### src/rtl/data_buffer_pkg.sv
// Purpose: shared sizing helpers and constants for the delay-chain buffers.
// Latency: n/a (elaboration-time functions and constants only).
// Backpressure: n/a.
package data_buffer_pkg;

  // Default drop-counter width and its saturation value.
  localparam int DROP_CNT_WIDTH = 16;
  localparam logic [DROP_CNT_WIDTH-1:0] DROP_SAT = '1;

  // Pointer width with one extra wrap bit, so full and empty can be told apart.
  function automatic int ptr_width(input int depth);
    return $clog2(depth) + 1;
  endfunction

  // True when depth is a power of two and at least 2.
  function automatic bit depth_ok(input int depth);
    return (depth >= 2) && ((depth & (depth - 1)) == 0);
  endfunction

endpackage

### src/rtl/sat_counter.sv
// Purpose: up-counter that saturates at all-ones, with a synchronous clear.
// Latency: count updates 1 cycle after inc/clr.
// Backpressure: none; an increment arriving with clr still counts (result 1).
module sat_counter #(
  parameter int WIDTH = 16
) (
  input  logic             clk,
  input  logic             rst,
  input  logic             inc,
  input  logic             clr,
  output logic [WIDTH-1:0] count
);

  localparam logic [WIDTH-1:0] SAT = '1;
  localparam logic [WIDTH-1:0] ONE = WIDTH'(1);

  // Clear restarts the count; a coincident increment is not lost.
  always_ff @(posedge clk or posedge rst) begin
    if (rst) begin
      count <= '0;
    end else if (clr) begin
      count <= inc ? ONE : '0;
    end else if (inc && (count != SAT)) begin
      count <= count + ONE;
    end
  end

endmodule

### src/rtl/data_rate_buffer.sv
// Purpose: buffers the free-running delay-chain word into a valid/ready stream, counts drops.
// Latency: a word pushed at edge N appears on o_valid/o_data after edge N; no bypass.
// Backpressure: none upstream; words arriving while full and not popping are dropped and counted.
module data_rate_buffer
  import data_buffer_pkg::*;
#(
  parameter int WIDTH     = 32,
  parameter int DEPTH     = 8,
  parameter int CNT_WIDTH = DROP_CNT_WIDTH
) (
  input  logic                       i_clk,
  input  logic                       i_rst,
  input  logic                       i_valid,
  input  logic [WIDTH-1:0]           i_data,
  output logic                       o_valid,
  output logic [WIDTH-1:0]           o_data,
  input  logic                       i_ready,
  output logic [$clog2(DEPTH):0]     o_level,
  output logic                       o_overflow,
  output logic [CNT_WIDTH-1:0]       o_drop_count,
  input  logic                       i_clr
);

  localparam int PW = ptr_width(DEPTH);
  localparam int AW = PW - 1;
  localparam logic [PW-1:0] PTR_ONE = PW'(1);

  // Reject depths the wrap-bit pointer scheme cannot handle.
  if (!depth_ok(DEPTH)) begin : g_bad_depth
    $error("data_rate_buffer: DEPTH must be a power of 2 and >= 2");
  end

  logic [WIDTH-1:0] mem [DEPTH];
  logic [PW-1:0]    wr_ptr;
  logic [PW-1:0]    rd_ptr;
  logic [PW-1:0]    level;
  logic             overflow;

  logic empty;
  logic full;
  logic pop;
  logic push;
  logic drop;

  // Occupancy flags and per-cycle transfer decisions.
  always_comb begin
    empty = (wr_ptr == rd_ptr);
    full  = (wr_ptr[AW] != rd_ptr[AW]) && (wr_ptr[AW-1:0] == rd_ptr[AW-1:0]);
    pop   = !empty && i_ready;
    // A full buffer still accepts a word when the head leaves the same cycle.
    push  = i_valid && (!full || pop);
    drop  = i_valid && full && !pop;
  end

  // Storage is not reset; only entries between the pointers are ever observed.
  always_ff @(posedge i_clk) begin
    if (push) begin
      mem[wr_ptr[AW-1:0]] <= i_data;
    end
  end

  // Pointers wrap modulo 2*DEPTH through the extra MSB.
  always_ff @(posedge i_clk or posedge i_rst) begin
    if (i_rst) begin
      wr_ptr <= '0;
      rd_ptr <= '0;
    end else begin
      if (push) wr_ptr <= wr_ptr + PTR_ONE;
      if (pop)  rd_ptr <= rd_ptr + PTR_ONE;
    end
  end

  // Registered occupancy; simultaneous push and pop leave it unchanged.
  always_ff @(posedge i_clk or posedge i_rst) begin
    if (i_rst) begin
      level <= '0;
    end else if (push && !pop) begin
      level <= level + PTR_ONE;
    end else if (pop && !push) begin
      level <= level - PTR_ONE;
    end
  end

  // Sticky overflow flag; a drop in the clear cycle keeps it set.
  always_ff @(posedge i_clk or posedge i_rst) begin
    if (i_rst) begin
      overflow <= 1'b0;
    end else if (drop) begin
      overflow <= 1'b1;
    end else if (i_clr) begin
      overflow <= 1'b0;
    end
  end

  sat_counter #(
    .WIDTH (CNT_WIDTH)
  ) u_drop_cnt (
    .clk   (i_clk),
    .rst   (i_rst),
    .inc   (drop),
    .clr   (i_clr),
    .count (o_drop_count)
  );

  // Head entry is read straight from the registered array (first-word fall-through).
  always_comb begin
    o_valid    = !empty;
    o_data     = mem[rd_ptr[AW-1:0]];
    o_level    = level;
    o_overflow = overflow;
  end

endmodule

### config.mk
export PLATFORM = sky130hd
export DESIGN_NAME = data_rate_buffer
export DESIGN_NICKNAME = d
export VERILOG_FILES = /design/src/rtl/data_buffer_pkg.sv /design/src/rtl/sat_counter.sv /design/src/rtl/data_rate_buffer.sv
export SDC_FILE = /design/constraint.sdc
export NUM_CORES = 1
export LEC_CHECK = 0
export CORE_ASPECT_RATIO = 0.5
export CORE_MARGIN = 2
export CORE_UTILIZATION = 35
export CTS_CLUSTER_SIZE = 40
export DETAILED_ROUTE_END_ITERATION = 8
export DONT_BUFFER_PORTS = 1
export GPL_TIMING_DRIVEN = 0
export HOLD_SLACK_MARGIN = 0.03
export PLACE_DENSITY = 0.57
export SETUP_SLACK_MARGIN = 0.2
export SLEW_MARGIN = 20
export SYNTH_ARGS = -nofsm -noshare
export SYNTH_HDL_FRONTEND = slang
export SYNTH_HIERARCHICAL = 1
export SYNTH_SLANG_ARGS = --single-unit
### constraint.sdc
create_clock -name i_clk -period 12.4 [get_ports i_clk]
set_clock_uncertainty 0.2 [all_clocks]
set_input_delay 3.1 -clock i_clk [delete_from_list [all_inputs] [get_ports i_clk]]
set_output_delay 3.1 -clock i_clk [all_outputs]
set_load 0.03 [all_outputs]
Yosys cells after proc, flatten, opt, wreduce, memory -nomap -nowiden
Memories as Yosys holds them, arrays and structs flattened.
Cells that the tools add are included.
{ "totals": {"register_bits": 29, "ram_bits": 256, "inputBits": 37, "output_inout_bits": 54, "wordCells": 40, "memories": 1} }
{ "mem_list": {"columns": ["name", "depth", "word_bits", "read_ports", "rd_ports_with_merged_regs", "write_ports", "line_no", "text"], "rows": [
  ["mem", 8, 32, 1, 0, 1, "data_rate_buffer.sv:33", "logic [WIDTH-1:0] mem [DEPTH];"]
]} }
{ "op_classes": {"add_sub_neg": 5, "n_eq_ne": 4, "muxes": 9, "reduce_logical": 16} }
{ "ops": {"columns": ["op", "count"], "rows": [
  ["$mux 16", 2],
  ["$add 16x1->16 const B", 1],
  ["$ne 16x16->1 const B", 1],
  ["$add 4x1->4 const B", 3],
  ["$logic_and 1x1->1", 8],
  ["$mux 4", 2],
  ["$reduce_bool 2->1", 3],
  ["$mux 1", 5],
  ["$eq 4x4->1", 1],
  ["$logic_not 1->1", 4],
  ["$sub 4x1->4 const B", 1],
  ["$eq 3x3->1", 1],
  ["$logic_or 1x1->1", 1],
  ["$ne 1x1->1", 1]
]} }

Depth between registers and ports, before layout
Gate-level depths: netlist of run 1.
{ "depth": {"ltp_word": 9, "mapped_depth": 12, "ltp_nobuf": 11} }

Hierarchy
Netlist of run 1, hierarchy kept.
{ "by_module_without_submodules": {"columns": ["mod", "instances", "cells_each", "area_each_um2", "seq_area_each_um2"], "rows": [
  ["data_rate_buffer", 1, 454, 10497.6, 8012.7],
  ["sat_counter", 1, 94, 903.4, 400.4]
]} }

Worst setup path before layout of run 1
No wires, ideal clock.
{ "synth_timing": {"path_kind": "input port to flip-flop", "from": "input port i_ready", "to": "memory mem[0][0], enable pin", "setup_time_ps": 502, "arrival_ps": 6438, "required_time_ps": 11698, "slack_ps": 5260, "cell_stages": 3, "n_path_buf": 0, "path_cell_list": "nand2b_1 > nor2_1 > nor4_1"} }
{ "synth_via": {"elab_chain_len": 5} }
{ "synth_lines": {"columns": ["element", "line_no", "text"], "rows": [
  ["start, declared", "data_rate_buffer.sv:17", "input logic i_ready,"],
  ["$logic_and 1x1->1", "data_rate_buffer.sv:49", "pop = !empty && i_ready;"],
  ["$logic_or 1x1->1", "data_rate_buffer.sv:51", "push = i_valid && (!full || pop);"],
  ["$logic_and 1x1->1", "data_rate_buffer.sv:51", null],
  ["$mux 1", "data_rate_buffer.sv:57", "if (push) begin"],
  ["$mux 1 (implied by the code)", "data_rate_buffer.sv:58", "mem[wr_ptr[AW-1:0]] <= i_data;"],
  ["end, declared", "data_rate_buffer.sv:33", null]
]} }
Every way passes these cells.

Worst setup path after layout of run 1
{ "layout_timing": {"from": "register rd_ptr[1]", "to": "output port o_data[12]"} }
{ "layout_via": {"elab_chain_len": 1} }
{ "layout_lines": {"columns": ["element", "line_no", "text"], "rows": [
  ["start, declared", "data_rate_buffer.sv:35", "logic [PW-1:0] rd_ptr;"],
  ["start signal, assigned", "data_rate_buffer.sv:69", "if (pop) rd_ptr <= rd_ptr + PTR_ONE;"],
  ["$mem_v2 8x32", null, null],
  ["end, declared", "data_rate_buffer.sv:16", "output logic [WIDTH-1:0] o_data,"]
]} }
Every way passes these cells.

==> summary.md, run 1 <==
| Metric | Value |
|---|---|
| CP Data Arrival Time | 2.81 ns |
| Vias in the first global route | between 5000 and 6000 |
| Initial Util | 35.76% |
| Worst Path Max Fanout | 10 |
| Total clock sinks | 285 |
| Maximum vdd ir drop | between 0.1 and 0.15 mV |
| Mapped Nets | 592 |
| Max frequency | 163.7 MHz |
| Synth area leader | edfxtp_1 |
| Syn-to-layout area delta | 16.25% |
| Sum Neg Setup Slack | 0 ns |
| PostCTS Resize Cnt | 0 |
| Synth async-reset ratio | 10.18% |
| Most frequent cells in the layout | edfxtp_1, mux4_2, mux2_2 |
| Final Hold Fails | 0 |
| Port Buffers | 0 |
| Vias per inst | slightly above 5 |
| Die H | around 130 um |
| Crit path kind | reg2out |
| Synth Area per Inst | 20.80 um^2 |
| Max Slew Vio Count | 0 |
| Routed via count | 5449 |
| Wirelength, routed | around 24000 um |
| Area after DPL | 12260 um^2 |
| Post-synth EDFFs | 256 |
| First-pass GRT wire length | ~36000 um |
| H-tree lvl count | 1 |
| Slew HR | 45.24% |
| Post-synthesis sequential area ratio | 73.79% |
| Total Die Area | about 34000 um^2 |
| Outcome | finished clean |
| ANT cells | 0 |
| Total GRT Usage | 14.10% |
| RSZ-0062 raised after global routing | false |
| Pleak | 4.351 nW |
| Share of cells above drive strength 1 | 31.97% |
| Net count, final | 658 |
| CTS root buf | clkbuf_16 |
| Synth cell types | 52 |
| Post-CTS setup buffers | 0 |
| CTS tree | done |
| Top post-synthesis cells by area | edfxtp_1, mux4_2, dfrtp_1, mux2_2, mux4_1 |
| Grt ovf | 0 |
| Largest net degree at the start of global routing | 19 |
| Final Setup Violations | 0 |
| Initial antenna violation count | 0 |
| DRC viols | 0 |
| Tmin final | approximately 6.1 ns |
| Row count | 46 |
| Yosys warns | 6 |
| Bufs on Longest Clock Path | 3 |
| Worst EP required | 9.10 ns |
| Actual transition at the worst max-transition pin | about 0.82 ns |
| Max-Cap Viols | 0 |
| Width of the die | 259.2 um |
| Final Cell Area | 13250 um^2 |
| Worst setup EP type | primary output |
| GP Congestion | 0.7370 |
| Clk pin slew, worst setup/hold paths | 0.07 ns |
| Top-area cell type share of the netlist area | 67.43% |
| Synthesized area | 11400 um^2 |
| Power density cells | 245.8 nW/um^2 |
| CTS Hold Bufs | 0 |
| Antenna Violating Nets Remaining | 0 |
| Hold Crit Class | reg2reg |
| TritonCTS Buffers | 28 |
| I/O pins | a little over 90 |
| DR WL/cell | 22.36 um |
| Core Region | roughly 32000 um^2 |
| Mapped Cells | about 550 |
| DR iter-0 viols | 486 |
| Most common cell after layout, fill and taps aside | edfxtp_1 |
| Tcrit/Tclk final | between 40% and 50% |
| Post-DP HPWL | 16090 um |
| 1st-pass router iterations | 6 |
| Worst skew pair latency | between 0.5 and 0.6 ns |
| #FFs+latches synth | 285 |
| Top FF cell, synth | edfxtp_1 |
| Critical path startpoint category | flip-flop |
worst paths after layout:
| check | start | endpoint | slack (ns) | cells past startpoint |
|---|---|---|---|---|
| setup / recovery | rd_ptr[1]$_DFFE_PP0N_ | o_data[12] | 6.29 | 4 |
| hold / removal | rd_ptr[3]$_DFFE_PP0N_ | rd_ptr[3]$_DFFE_PP0N_ | 0.40 | 2 |
| setup reg to reg | rd_ptr[2]$_DFFE_PP0N_ | o_level[3]$_DFFE_PP0P_ | 8.93 | 12 |
| hold reg to reg | rd_ptr[3]$_DFFE_PP0N_ | rd_ptr[3]$_DFFE_PP0N_ | 0.40 | 2 |
| max in group asynchronous | i_rst | u_drop_cnt/count[1]$_DFFE_PP0P_ | 9.22 | 1 |
| min in group asynchronous | i_rst | rd_ptr[0]$_DFFE_PP0N_ | 2.25 | 1 |
critical path: stages (launching register included):
cell	delay, ns
dfrtp_1	0.48
clkbuf_1	0.59
buf_2	0.45
mux4_2	0.37
mux2_2	0.38
power breakdown:
group | internal (mW) | switching [mW] | leakage (nW)
logic | 0.427 | 0.651 | 1.16
registers | 1.21 | 0.0657 | 2.70
clock network | 0.535 | 0.373 | 0.484
logic make-up (layout without fill, tap and decap cells):
group / Yosys count / count (layout) / synth area share (%)
flip-flops: 285 / 285 / 73.79
multiplexers: 101 / 101 / 16.55
AND/OR/NAND/NOR: 67 / 67 / 3.457
AO/OA/AOI/OAI: 41 / 41 / 2.480
buffers and inverters: 33 / 120 / 1.811
XOR/XNOR: 14 / 14 / 1.076
adder cells (fa/ha/maj): 7 / 7 / 0.8341
Yosys cell counts (6+ instances only):
master      n
edfxtp_1  256
mux4_2     56
mux2_2     34
dfrtp_1    29
xnor2_1    12
nand2_1    11
a21oi_1    10
inv_1       9
buf_2       8
clkbuf_1    8
mux4_1      8
nor2_1      8
o21ai_0     8
or4_1       7
ha_1        6
nor3_1      6
state kept, by name, summed over array words and instances (netlist names):
name / flops
o_overflow: 1
o_level: 4
u_drop_cnt/count: 16
rd_ptr: 4
wr_ptr: 4
mem: 256
metrics by stage:
stage	hold WS, ns	power, mW	util [%]	worst slack (ns)	cells
4_1_cts	0.4024	3.311	41.57	6.233	1067
5_1_grt	0.4274	3.401	41.57	6.171	1067
2_1_floorplan	0.3261	2.112	-	5.260	548
3_5_place_dp	0.3812	2.394	38.44	6.754	1016
6_report	0.3978	3.258	41.57	6.291	1067
3_3_place_gp	0.3607	2.350	37.45	1.481	980
per-layer routing:
layer | up-vias | track usage (%) | part of all wire (%)
met4 | 0 | 2.905 | 1.3
li1 | 2403 | - | -
met2 | 110 | 22.56 | 48
met5 | - | 0 | 0
met1 | 2909 | 19.37 | 45
met3 | 27 | 3.819 | 5.5
cell type report:
cell class	count	area (um^2)
timing repair buffer	36	267.8
buffer	24	172.7
fill	2811	18630
clock inverter	19	261.5
tap	432	540.5
multi-input combinational	230	2829
sequential	285	8413
inverter	9	33.78
clock buffer	32	735.7
Power figures use the tool's default switching activity.
==> run 2, diff against run 1 <==
--- a/config.mk
+++ b/config.mk
@@ -13,7 +13,7 @@
 export DONT_BUFFER_PORTS = 1
 export GPL_TIMING_DRIVEN = 0
 export HOLD_SLACK_MARGIN = 0.03
-export PLACE_DENSITY = 0.57
+export PLACE_DENSITY = 0.59
 export SETUP_SLACK_MARGIN = 0.2
 export SLEW_MARGIN = 20
 export SYNTH_ARGS = -nofsm -noshare
==> constraint.sdc (replaced) <==
create_clock -name i_clk -period 4.9 [get_ports i_clk]
set_clock_uncertainty 0.2 [all_clocks]
set_input_delay 1.225 -clock i_clk [delete_from_list [all_inputs] [get_ports i_clk]]
set_output_delay 1.225 -clock i_clk [all_outputs]
set_load 0.03 [all_outputs]
==> summary.md, run 2 (synthesized netlist as in run 1, its figures left out) <==
| Metric | Value |
|---|---|
| Final Setup Violations | 0 |
| Crit path kind | reg2out |
| Row count | 46 |
| Core Region | 31890 um^2 |
| Clk pin slew, worst setup/hold paths | 0.06 ns |
| Maximum vdd ir drop | 0.2854 mV |
| Fill cells | 2826 |
| Final hold slack | 0.3912 ns |
| Max reg flops | 256 |
| Final core occ | 41.28% |
| Max-Cap Viols | 0 |
| CTS root buf | clkbuf_16 |
| CP Cell Sequence | clkbuf_1 > buf_2 > mux4_2 > mux2_2 |
| CTS Hold Bufs | 0 |
| Sum Neg Setup Slack | 0 ns |
| Origin of the critical flop-to-flop path | rd_ptr[2]$_DFFE_PP0N_ |
| DRC viols | 0 |
| Final Hold Fails | 0 |
| Min-delay src | wr_ptr[2]$_DFFE_PP0P_ |
| First-pass GRT wire length | 35700 um |
| Hold Crit Class | reg2reg |
| Initial Util | 35.76% |
| Post-CTS setup buffers | 0 |
| TritonCTS Buffers | 27 |
| 1st-pass router iterations | 4 |
| Total GRT Usage | 13.93% |
| H-tree lvl count | 1 |
| Port Buffers | 0 |
| RSZ-0062 raised after global routing | false |
| Antenna Violating Nets Remaining | 0 |
| Largest net degree at the start of global routing | 19 |
| DR WL/cell | 21.97 um |
| Tmin final | 4.252 ns |
| Share of cells above drive strength 1 | 30.76% |
| Outcome | finished clean |
| Syn-to-layout area delta | 15.45% |
| Die H | 131.6 um |
| Post-DP HPWL | 15730 um |
| Power density cells | approximately 610 nW/um^2 |
| PostCTS Resize Cnt | 0 |
| Vias per inst | 5.129 |
| CP startpoint | rd_ptr[1]$_DFFE_PP0N_ |
| Pleak | 4.302 nW |
| Grt ovf | 0 |
| Slew HR | 45.05% |
| Worst setup EP type | primary output |
| Area after DPL | 12290 um^2 |
| Actual transition at the worst max-transition pin | 0.8243 ns |
| CP Data Arrival Time | 2.83 ns |
| Flip-flop and latch area | 8413 um^2 |
| Delay-heaviest family, CP | buffers and inverters |
| Most frequent cells in the layout | edfxtp_1, mux4_2, mux2_2 |
| GP Congestion | 0.7816 |
| Worst EP required | 3.47 ns |
| Worst Path Buf+Inv | 2 |
| Net count, final | 658 |
| DR iter-0 viols | 450 |
| Critical path startpoint category | flip-flop |
| Vias in the first global route | approximately 5700 |
| Worst Path Max Fanout | 10 |
| Crit path largest cell delay | 0.59 ns |
| Bufs on Longest Clock Path | 3 |
| Multi-input gate area | 2829 um^2 |
| CTS tree | done |
| ANT cells | 0 |
| Tcrit/Tclk final | 86.78% |
| Total clock sinks | 285 |
| Width of the die | 259.2 um |
| Max Slew Vio Count | 0 |
| Initial antenna violation count | 0 |
| Final Cell Area | between 10000 and 15000 um^2 |
| Worst skew pair latency | about 0.55 ns |
| Critical Path Slowest Stage Cell | clkbuf_1 |
| Routed via count | 5468 |
| Total Die Area | 34120 um^2 |
| Max frequency | around 240 MHz |
| Most common cell after layout, fill and taps aside | edfxtp_1 |
| Wirelength, routed | 23420 um |
| I/O pins | 91 |
run 2: cell types whose count changed in the layout (fill, tap and decap cells not counted), moves of 2 or more:
cell / change
bufinv_16: -2
clkinv_2: -2
clkbuf_8: -2
buf_6: +4
buf_2: -4
clkinv_1: +4
clkinvlp_4: -2
clkbuf_1: +3
run 2: worst paths after layout:
check / endpoint / slack (ns) / cells after the start
max: o_data[20] / 0.65 / 4
min: wr_ptr[2]$_DFFE_PP0P_ / 0.39 / 1
max reg2reg: o_level[3]$_DFFE_PP0P_ / 1.42 / 12
min reg2reg: wr_ptr[2]$_DFFE_PP0P_ / 0.39 / 1
max in group asynchronous: u_drop_cnt/count[14]$_DFFE_PP0P_ / 3.65 / 1
min in group asynchronous: o_overflow$_DFFE_PP0P_ / 0.42 / 1
run 2: stage by stage:
| step | power, mW | setup WS [ns] | instances |
|---|---|---|---|
| 6_report | 8.018 | 0.6477 | 1066 |
| 5_1_grt | 8.386 | 0.5598 | 1066 |
| 3_3_place_gp | 5.931 | -3.835 | 980 |
| 4_1_cts | 8.157 | 0.6249 | 1066 |
| 2_1_floorplan | 5.346 | -0.3646 | 548 |
| 3_5_place_dp | 6.057 | 1.126 | 1017 |
run 2: power by group:
group	switching (mW)	internal, mW
combinational	1.64	1.09
sequential	0.166	3.05
clock	0.891	1.18
run 2: cell type report:
cell class	count	share of cell area (%)
sequential	285	63.92
multi-input combinational	230	21.49
clock buffer	32	5.276
tap	432	4.106
timing repair buffer	37	2.281
clock inverter	17	1.359
buffer	24	1.312
inverter	9	0.2567
run 2: metal layers:
metal | vias up | track usage (%) | part of all wire [%]
met5 | - | 0 | 0
met4 | 0 | 2.682 | 1.4
met3 | 27 | 3.376 | 4.5
met2 | 86 | 23.29 | 50
met1 | 2941 | 18.63 | 44
li1 | 2414 | - | -
==> run 3, diff against run 2 <==
--- a/config.mk
+++ b/config.mk
@@ -5,6 +5,7 @@
 export SDC_FILE = /design/constraint.sdc
 export NUM_CORES = 1
 export LEC_CHECK = 0
+export CAP_MARGIN = 20
 export CORE_ASPECT_RATIO = 0.5
 export CORE_MARGIN = 2
 export CORE_UTILIZATION = 35
@@ -13,7 +14,6 @@
 export DONT_BUFFER_PORTS = 1
 export GPL_TIMING_DRIVEN = 0
 export HOLD_SLACK_MARGIN = 0.03
-export PLACE_DENSITY = 0.59
 export SETUP_SLACK_MARGIN = 0.2
 export SLEW_MARGIN = 20
 export SYNTH_ARGS = -nofsm -noshare
==> constraint.sdc (replaced) <==
create_clock -name i_clk -period 4.9 [get_ports i_clk]
set_clock_uncertainty 0.2 [all_clocks]
set_input_delay 1.47 -clock i_clk [delete_from_list [all_inputs] [get_ports i_clk]]
set_output_delay 1.47 -clock i_clk [all_outputs]
set_load 0.03 [all_outputs]
==> summary.md, run 3 (synthesized netlist as in run 1, its figures left out) <==
| Metric | Value |
|---|---|
| R2R depth | 12 |
| Worst setup EP type | primary output |
| Total clock sinks | 285 |
| Slew HR | 46.23% |
| Power density cells | a little over 600 nW/um^2 |
| Vias in the first global route | 5594 |
| Critical path startpoint category | flip-flop |
| 1st-pass router iterations | 4 |
| Total Die Area | 34120 um^2 |
| Max-Cap Viols | 0 |
| DR WL/cell | 22.01 um |
| First-pass GRT wire length | 35760 um |
| Port Buffers | 0 |
| DRC viols | 0 |
| Most common cell after layout, fill and taps aside | edfxtp_1 |
| RSZ-0062 raised after global routing | false |
| Bufs on Longest Clock Path | 3 |
| Total GRT Usage | between 10% and 20% |
| H-tree lvl count | 1 |
| Net count, final | 657 |
| Routed via count | 5478 |
| Total Power | 7.998 mW |
| Outcome | finished clean |
| PostCTS Resize Cnt | 0 |
| Final hold slack | 0.4011 ns |
| Clk pin slew, worst setup/hold paths | 0.07 ns |
| Final Hold Fails | 0 |
| Tcrit/Tclk final | 90.13% |
| Share of cells above drive strength 1 | 30.65% |
| TritonCTS Buffers | 27 |
| ANT cells | 0 |
| Final Setup Violations | 0 |
| Area after DPL | 12310 um^2 |
| CTS Hold Bufs | 0 |
| Vias per inst | around 5.1 |
| Hold depth | 1 |
| Wirelength, routed | 23440 um |
| Core Region | 31890 um^2 |
| Post-DP HPWL | 15800 um |
| Initial Util | 35.76% |
| Worst EP required | 3.23 ns |
| Worst skew pair latency | 0.55 ns |
| Crit path kind | reg2out |
| Grt ovf | 0 |
| Post-CTS setup buffers | 0 |
| CTS root buf | clkbuf_16 |
| CTS tree | done |
| Largest net degree at the start of global routing | 18 |
| Final Cell Area | approximately 13000 um^2 |
| Tmin final | approximately 4.4 ns |
| Syn-to-layout area delta | 15.44% |
| Antenna Violating Nets Remaining | 0 |
| Most frequent cells in the layout | edfxtp_1, mux4_2, mux2_2 |
| GP Congestion | 0.7512 |
| Width of the die | 259.2 um |
| Actual transition at the worst max-transition pin | 0.8065 ns |
| I/O pins | 91 |
| Row count | 46 |
| Hold Crit Class | reg2reg |
| Max reg flops | 256 |
| Max frequency | 226.4 MHz |
| DR iter-0 viols | 517 |
| Die H | 131.6 um |
| CP Data Arrival Time | around 2.8 ns |
| Max Slew Vio Count | 0 |
| Pleak | around 4.3 nW |
| Worst Path Max Fanout | 10 |
| Maximum vdd ir drop | 0.3251 mV |
| Initial antenna violation count | 0 |
run 3: cell type report:
cell class | count | area, um^2
Clock buffer | 32 | 694.4
Fill cell | 2818 | 18720
Clock inverter | 17 | 160.2
Buffer | 24 | 172.7
Timing Repair Buffer | 36 | 317.8
Tap cell | 432 | 540.5
Sequential cell | 285 | 8413
Multi-Input combinational cell | 230 | 2829
Inverter | 9 | 33.78
run 3: worst paths after layout:
path / startpoint / endpoint / slack [ns]
min in group asynchronous: i_rst / o_overflow$_DFFE_PP0P_ / 0.65
worst min-delay path: wr_ptr[2]$_DFFE_PP0P_ / wr_ptr[2]$_DFFE_PP0P_ / 0.40
max in group asynchronous: i_rst / u_drop_cnt/count[3]$_DFFE_PP0P_ / 3.43
worst max-delay path: rd_ptr[1]$_DFFE_PP0N_ / o_data[27] / 0.48
worst max register to register: rd_ptr[2]$_DFFE_PP0N_ / o_level[3]$_DFFE_PP0P_ / 1.39
worst min register to register: wr_ptr[2]$_DFFE_PP0P_ / wr_ptr[2]$_DFFE_PP0P_ / 0.40
run 3: stage by stage:
step	utilization [%]	cells	TNS [ns]	setup WS [ns]
3_5_place_dp	38.60	1016	0	0.8548
5_1_grt	41.28	1065	0	0.3430
6_report	41.28	1065	0	0.4836
2_1_floorplan	-	548	-39.02	-0.6096
4_1_cts	41.28	1065	0	0.3949
3_3_place_gp	37.45	980	-555.27	-4.250
run 3: where the power goes:
group          internal (mW)  leakage [nW]  total, mW  switching, mW
Clock                   1.13         0.414       2.04          0.908
Sequential              3.05          2.70       3.22          0.166
Combinational           1.10          1.17       2.74           1.65
run 3: layer usage:
metal / vias to the layer above / GRT usage, % / wire length (um)
li1: 2419 / - / -
met1: 2922 / 18.69 / 10270
met2: 105 / 23.13 / 11570
met3: 32 / 3.511 / 1235
met4: 0 / 2.682 / 365
met5: - / 0 / 0
run 3: worst max-delay path, stage by stage (launching register included):
cell and delay [ns]:
dfrtp_1 0.46, clkbuf_1 0.53, buf_2 0.45, mux4_1 0.35
mux2_2 0.38
==> variant 1 (flow settings as in run 1) <==
The package constant `DROP_CNT_WIDTH` goes from 16 to 32.
--- a/src/rtl/data_buffer_pkg.sv
+++ b/src/rtl/data_buffer_pkg.sv
@@ -4,7 +4,7 @@
 package data_buffer_pkg;
 
   // Default drop-counter width and its saturation value.
-  localparam int DROP_CNT_WIDTH = 16;
+  localparam int DROP_CNT_WIDTH = 32;
   localparam logic [DROP_CNT_WIDTH-1:0] DROP_SAT = '1;
 
   // Pointer width with one extra wrap bit, so full and empty can be told apart.
Interface: changed (resized o_drop_count); port bits go from 91 to 107. No check against the original RTL was run, so the function may have changed too.
==> variant 1 against run 1 <==
Sequential share of layout area is 1.4 points lower. First-iteration DRC count is 11% higher. Area after synthesis is 7.9% higher. Via count is 17% higher. Routed wire length is 11% higher. Critical path depth stayed put. Total power is 0.78% higher. Design area is 7.1% higher. Worst setup slack better by 0.055 ns. Register-to-register slack worse by 0.17 ns. Sequential cell count is 16 higher. Largest power group unchanged.
==> variant 1: results (changes against run 1) <==
Pwr
  – LEAKAGE: 4.66 nW (+7.0%)
  – Switch Pwr: 0.00110 W (+1.1%)

Layout
  – Nets: 768 (+17%)
  – Largest register FFs: 256 (unchanged)
  – Fillers: 3,028 (+7.7%)
  – Finished Layout Cells: 1,220 (+14%)

Detailed routing
  – Pre-antenna DRT Iters: 5 (-1)
  – Vias after detailed routing: 6,378 (+17%)
  – WL/cell: 21.7 um (-3.0%)
  – DR iter-0 viols: 538 (+11%)

Critical path
  – Worst stage delay on the critical path: 0.54 ns (-0.05 ns)
  – Register-to-Register Setup Slack: 8.76 ns (-0.17 ns)
  – Worst reg2reg path startpoint: rd_ptr[2]

GRT
  – Global-route usage over all layers: 14.6% (+0.46 points)
  – Largest net degree at the start of global routing: 33 (+14)
  – Vias in the first global route: 6,556 (+17%)

Clock tree
  – CTS Buf Count: 29 (+3.6%)
  – Worst skew pair latency: 0.56 ns (-0.02 ns)

Logic synthesis
  – Ys async rst share: 15.0% (+4.8 points)
  – Compound-Gate Fraction of Synth Area: 3.77% (+1.3 points)
  – Area share of xor/xnor cells in the synthesized design: 0.996% (-0.079 points)
  – Multiplexer share of the synthesized area: 15.3% (-1.3 points)
  – Unique masters post-synth: 54 (+3.8%)
  – Synth Area in Adders: 0.773% (-0.061 points)
  – Area contributors post-synth: edfxtp_1 (62%), mux4_2 (10%), dfrtp_1 (9.2%), mux2_2 (3.1%), mux4_1 (1.7%)

Placed design
  – Dpl ws: 6.58 ns (-0.172 ns)
  – Hpwl dp: 18.2 mm (+13%)
  – Placer Congestion: 0.763 (+3.5%)

STA
  – Max-slew headroom: 43.9% (-1.3 points)

Run status
  – Status: finished, final reports clean
## variant 1: cell count changes after synthesis, sizes merged, moves of 4 or more
cell and change:
dfrtp +16, a21oi +15, o21ai +11, or3 +10, clkbuf +9, nand3 +8
nand4 +8, or4 +6, nand2 +4, nor2 +4, o31ai +4
## variant 1: layout make-up
type                            instances  area, um2  share of cell area (%)
Clock inverter                         14        146                    1.03
Clock buffer                           38        779                    5.49
Tap cell                              475        594                    4.19
Inverter                               12       45.0                   0.317
Sequential cell                       301       8810                    62.1
Buffer                                 35        220                    1.55
Multi-Input combinational cell        309       3270                    23.1
Timing Repair Buffer                   36        325                    2.29
## variant 1: metal layers
metal	wire length, um	track usage [%]
met5	0	0
met4	466	3.10
met3	1340	3.42
met2	12900	24.6
met1	11700	19.3
## variant 1: worst min path at each step
| stage | end | slack (ns) | cells after the start |
|---|---|---|---|
| global placement | rd_ptr[3] | 0.35 | 2 |
| CTS | rd_ptr[3] | 0.40 | 2 |
| detailed placement | rd_ptr[3] | 0.39 | 2 |
| floorplan | wr_ptr[2] | 0.33 | 1 |
| global route | rd_ptr[3] | 0.43 | 2 |
| finish | rd_ptr[3] | 0.40 | 2 |
## variant 1: stage by stage
step	cell area [um2]	hold WS (ns)	utilization, %	total power, W
final	14200	0.395	41.1	0.00328
after global routing	14200	0.434	41.1	0.00343
after CTS	14200	0.402	41.1	0.00334
after detailed placement	13300	0.387	38.4	0.00246
after global placement	12900	0.354	37.4	0.00240
after floorplan	12300	0.326	-	0.00217
## variant 1: worst reg2reg max path: stages, from the launching register on
cell and delay [ns]:
dfrtp_1 0.35, buf_2 0.20, xnor2_1 0.25, and3_1 0.31, and3_1 0.30, clkbuf_1 0.38
nand3_1 0.12, or4_1 0.47, a211o_1 0.30, buf_2 0.18, or3_1 0.35, a21oi_1 0.14
==> variant 2 (config.mk and constraints of run 1) <==
Without the edit above. Make the reset (`i_rst` and `rst`) synchronous in 4 clocked blocks.
--- a/src/rtl/sat_counter.sv
+++ b/src/rtl/sat_counter.sv
@@ -15,7 +15,7 @@
   localparam logic [WIDTH-1:0] ONE = WIDTH'(1);
 
   // Clear restarts the count; a coincident increment is not lost.
-  always_ff @(posedge clk or posedge rst) begin
+  always_ff @(posedge clk) begin
     if (rst) begin
       count <= '0;
     end else if (clr) begin
--- a/src/rtl/data_rate_buffer.sv
+++ b/src/rtl/data_rate_buffer.sv
@@ -60,7 +60,7 @@
   end
 
   // Pointers wrap modulo 2*DEPTH through the extra MSB.
-  always_ff @(posedge i_clk or posedge i_rst) begin
+  always_ff @(posedge i_clk) begin
     if (i_rst) begin
       wr_ptr <= '0;
       rd_ptr <= '0;
@@ -71,7 +71,7 @@
   end
 
   // Registered occupancy; simultaneous push and pop leave it unchanged.
-  always_ff @(posedge i_clk or posedge i_rst) begin
+  always_ff @(posedge i_clk) begin
     if (i_rst) begin
       level <= '0;
     end else if (push && !pop) begin
@@ -82,7 +82,7 @@
   end
 
   // Sticky overflow flag; a drop in the clear cycle keeps it set.
-  always_ff @(posedge i_clk or posedge i_rst) begin
+  always_ff @(posedge i_clk) begin
     if (i_rst) begin
       overflow <= 1'b0;
     end else if (drop) begin
Formal check against the unedited RTL: differs if i_rst is asserted again (counterexample within 4 cycles, from zero or initial values and one cycle with i_rst high); with i_rst held inactive, the same outputs for 10 cycles.
==> variant 2 against run 1 <==
Sequential share of layout area hardly changed. Area after synthesis decreased by 0.31%. Design area decreased by 0.94%. Worst setup slack better by 0.013 ns. Sequential power decreased by 7%. Routed wire length is 3.2% lower. Hold slack worse by 0.096 ns. Die area down 0.30%. Maximum frequency increased by 0.22%. Sequential cell count up 3. Non-clock buffer count grew 11. Total power decreased by 22%. Critical path type unchanged. Critical endpoint is now o_data[9]. Largest cell class unchanged.
==> variant 2: results (changes against run 1) <==
Clock tree
  – Worst skew pair latency: 0.54 ns (-0.04 ns)
  – H-tree depth: 1 (unchanged)

Layout
  – Nets: 699 (+6.2%)
  – Ratio of cells with drive above 1 in the final layout: 29.7% (-2.3 points)

Run status
  – Status: finished, final reports clean

Critical path
  – Register-to-Register Setup Slack: 8.65 ns (-0.28 ns)
  – R2R depth: 11 (-1)
  – Worst stage delay on the critical path: 0.69 ns (+0.10 ns)
  – Crit path DAT: 2.80 ns (about the same)

GRT
  – Largest net degree at the start of global routing: 16 (-3)
  – First-pass GRT wire length: 36.2 mm (+0.31%)
  – Global-route usage over all layers: 13.9% (-0.24 points)

Detailed routing
  – DR iter-0 viols: 325 (-33%)
  – Pre-antenna DRT Iters: 5 (-1)
  – Vias after detailed routing: 5,675 (+4.1%)
  – Routed WL: 23.1 mm (-3.2%)

Placed design
  – Hpwl dp: 15.9 mm (-1.3%)
  – Placer Congestion: 0.732 (-0.75%)
  – Dpl ws: 6.57 ns (-0.186 ns)

Logic synthesis
  – Number of flops mapped to enable cells by yosys: 256 (unchanged)
  – Register area share after synthesis: 73.3% (-0.52 points)
  – Ys async rst share: 0% (-10 points)
  – Synth top cells by count: edfxtp_1 (256), mux4_2 (64), mux2_2 (33)

Pwr
  – LEAKAGE: 4.12 nW (-5.4%)
  – Max VDD drop: 114 uV (-14%)

STA
  – Worst-Margin Slew: 0.912 ns (+0.0903 ns)
==> variant 2: changes by cell type in the layout (fill, tap and decap cells not counted), moves of 7 or more <==
cell,run 1,this run
a21oi_1,10,17
buf_2,20,27
clkbuf_1,10,22
clkinv_1,1,11
dfrtp_1,29,0
dfxtp_1,0,32
mux4_1,8,0
mux4_2,56,64
nand3_1,5,14
nor2_1,7,14
xnor2_1,12,1
==> variant 2: worst paths after layout <==
path	from	to
setup / recovery	register	o_data[9]
hold / removal	rd_ptr[3]	rd_ptr[3]
setup reg to reg	wr_ptr[0]	u_drop_cnt/count[9]
hold reg to reg	rd_ptr[3]	rd_ptr[3]
==> variant 2: kinds of logic (layout without fill, tap and decap cells) <==
group           after synthesis  in the layout  share of synthesized area, %
fa+ha+maj                     7              7                         0.837
simple gates                 98             98                          4.99
mux                         100            100                          16.2
buf+inv                      41            133                          1.60
compound gates               44             44                          2.55
xor+xnor                      7              7                         0.539
flops                       288            288                          73.3
==> variant 2: report_power, final <==
part	internal (W)	total [W]	leakage, nW	switching, W
Clock	0.000437	0.000792	0.407	0.000355
Sequential	0.00115	0.00118	2.59	0.0000302
Combinational	0.000226	0.000576	1.12	0.000350
==> variant 2: layout make-up <==
type	instances	area [um2]	share of cell area, %
Tap cell	432	541	4.12
Buffer	31	144	1.10
Multi-Input combinational cell	256	2900	22.1
Inverter	10	37.5	0.286
Sequential cell	288	8330	63.4
Timing Repair Buffer	40	320	2.44
Clock inverter	18	133	1.01
Clock buffer	34	723	5.51
==> variant 2: stage by stage <==
stage                     cells  hold WS, ns  utilization, %  area [um2]
after floorplan             585        0.271               -       11400
after global placement     1017        0.292            37.4       11900
after detailed placement   1057        0.299            38.6       12300
after CTS                  1109        0.308            41.2       13100
after global routing       1109        0.362            41.2       13100
final                      1109        0.302            41.2       13100
==> variant 2: per-layer routing <==
| layer | routed length, um | GRT usage [%] | vias to the layer above | share of wire [%] |
|---|---|---|---|---|
| met5 | 0 | 0 | - | 0 |
| met4 | 363 | 2.79 | 0 | 1.6 |
| met3 | 1150 | 3.09 | 22 | 5.0 |
| met2 | 11000 | 22.0 | 105 | 47 |
| met1 | 10600 | 19.7 | 2994 | 46 |
| li1 | - | - | 2554 | - |
==> variant 2: worst reg2reg max path: stages (launching register included) <==
cell	delay (ns)
dfxtp_1	0.34
clkbuf_1	0.33
xor2_1	0.16
or3_4	0.39
buf_6	0.16
nor2_2	0.37
and2_1	0.30
nand3_1	0.23
or3_1	0.41
clkbuf_1	0.20
or4_1	0.43
a21oi_1	0.16
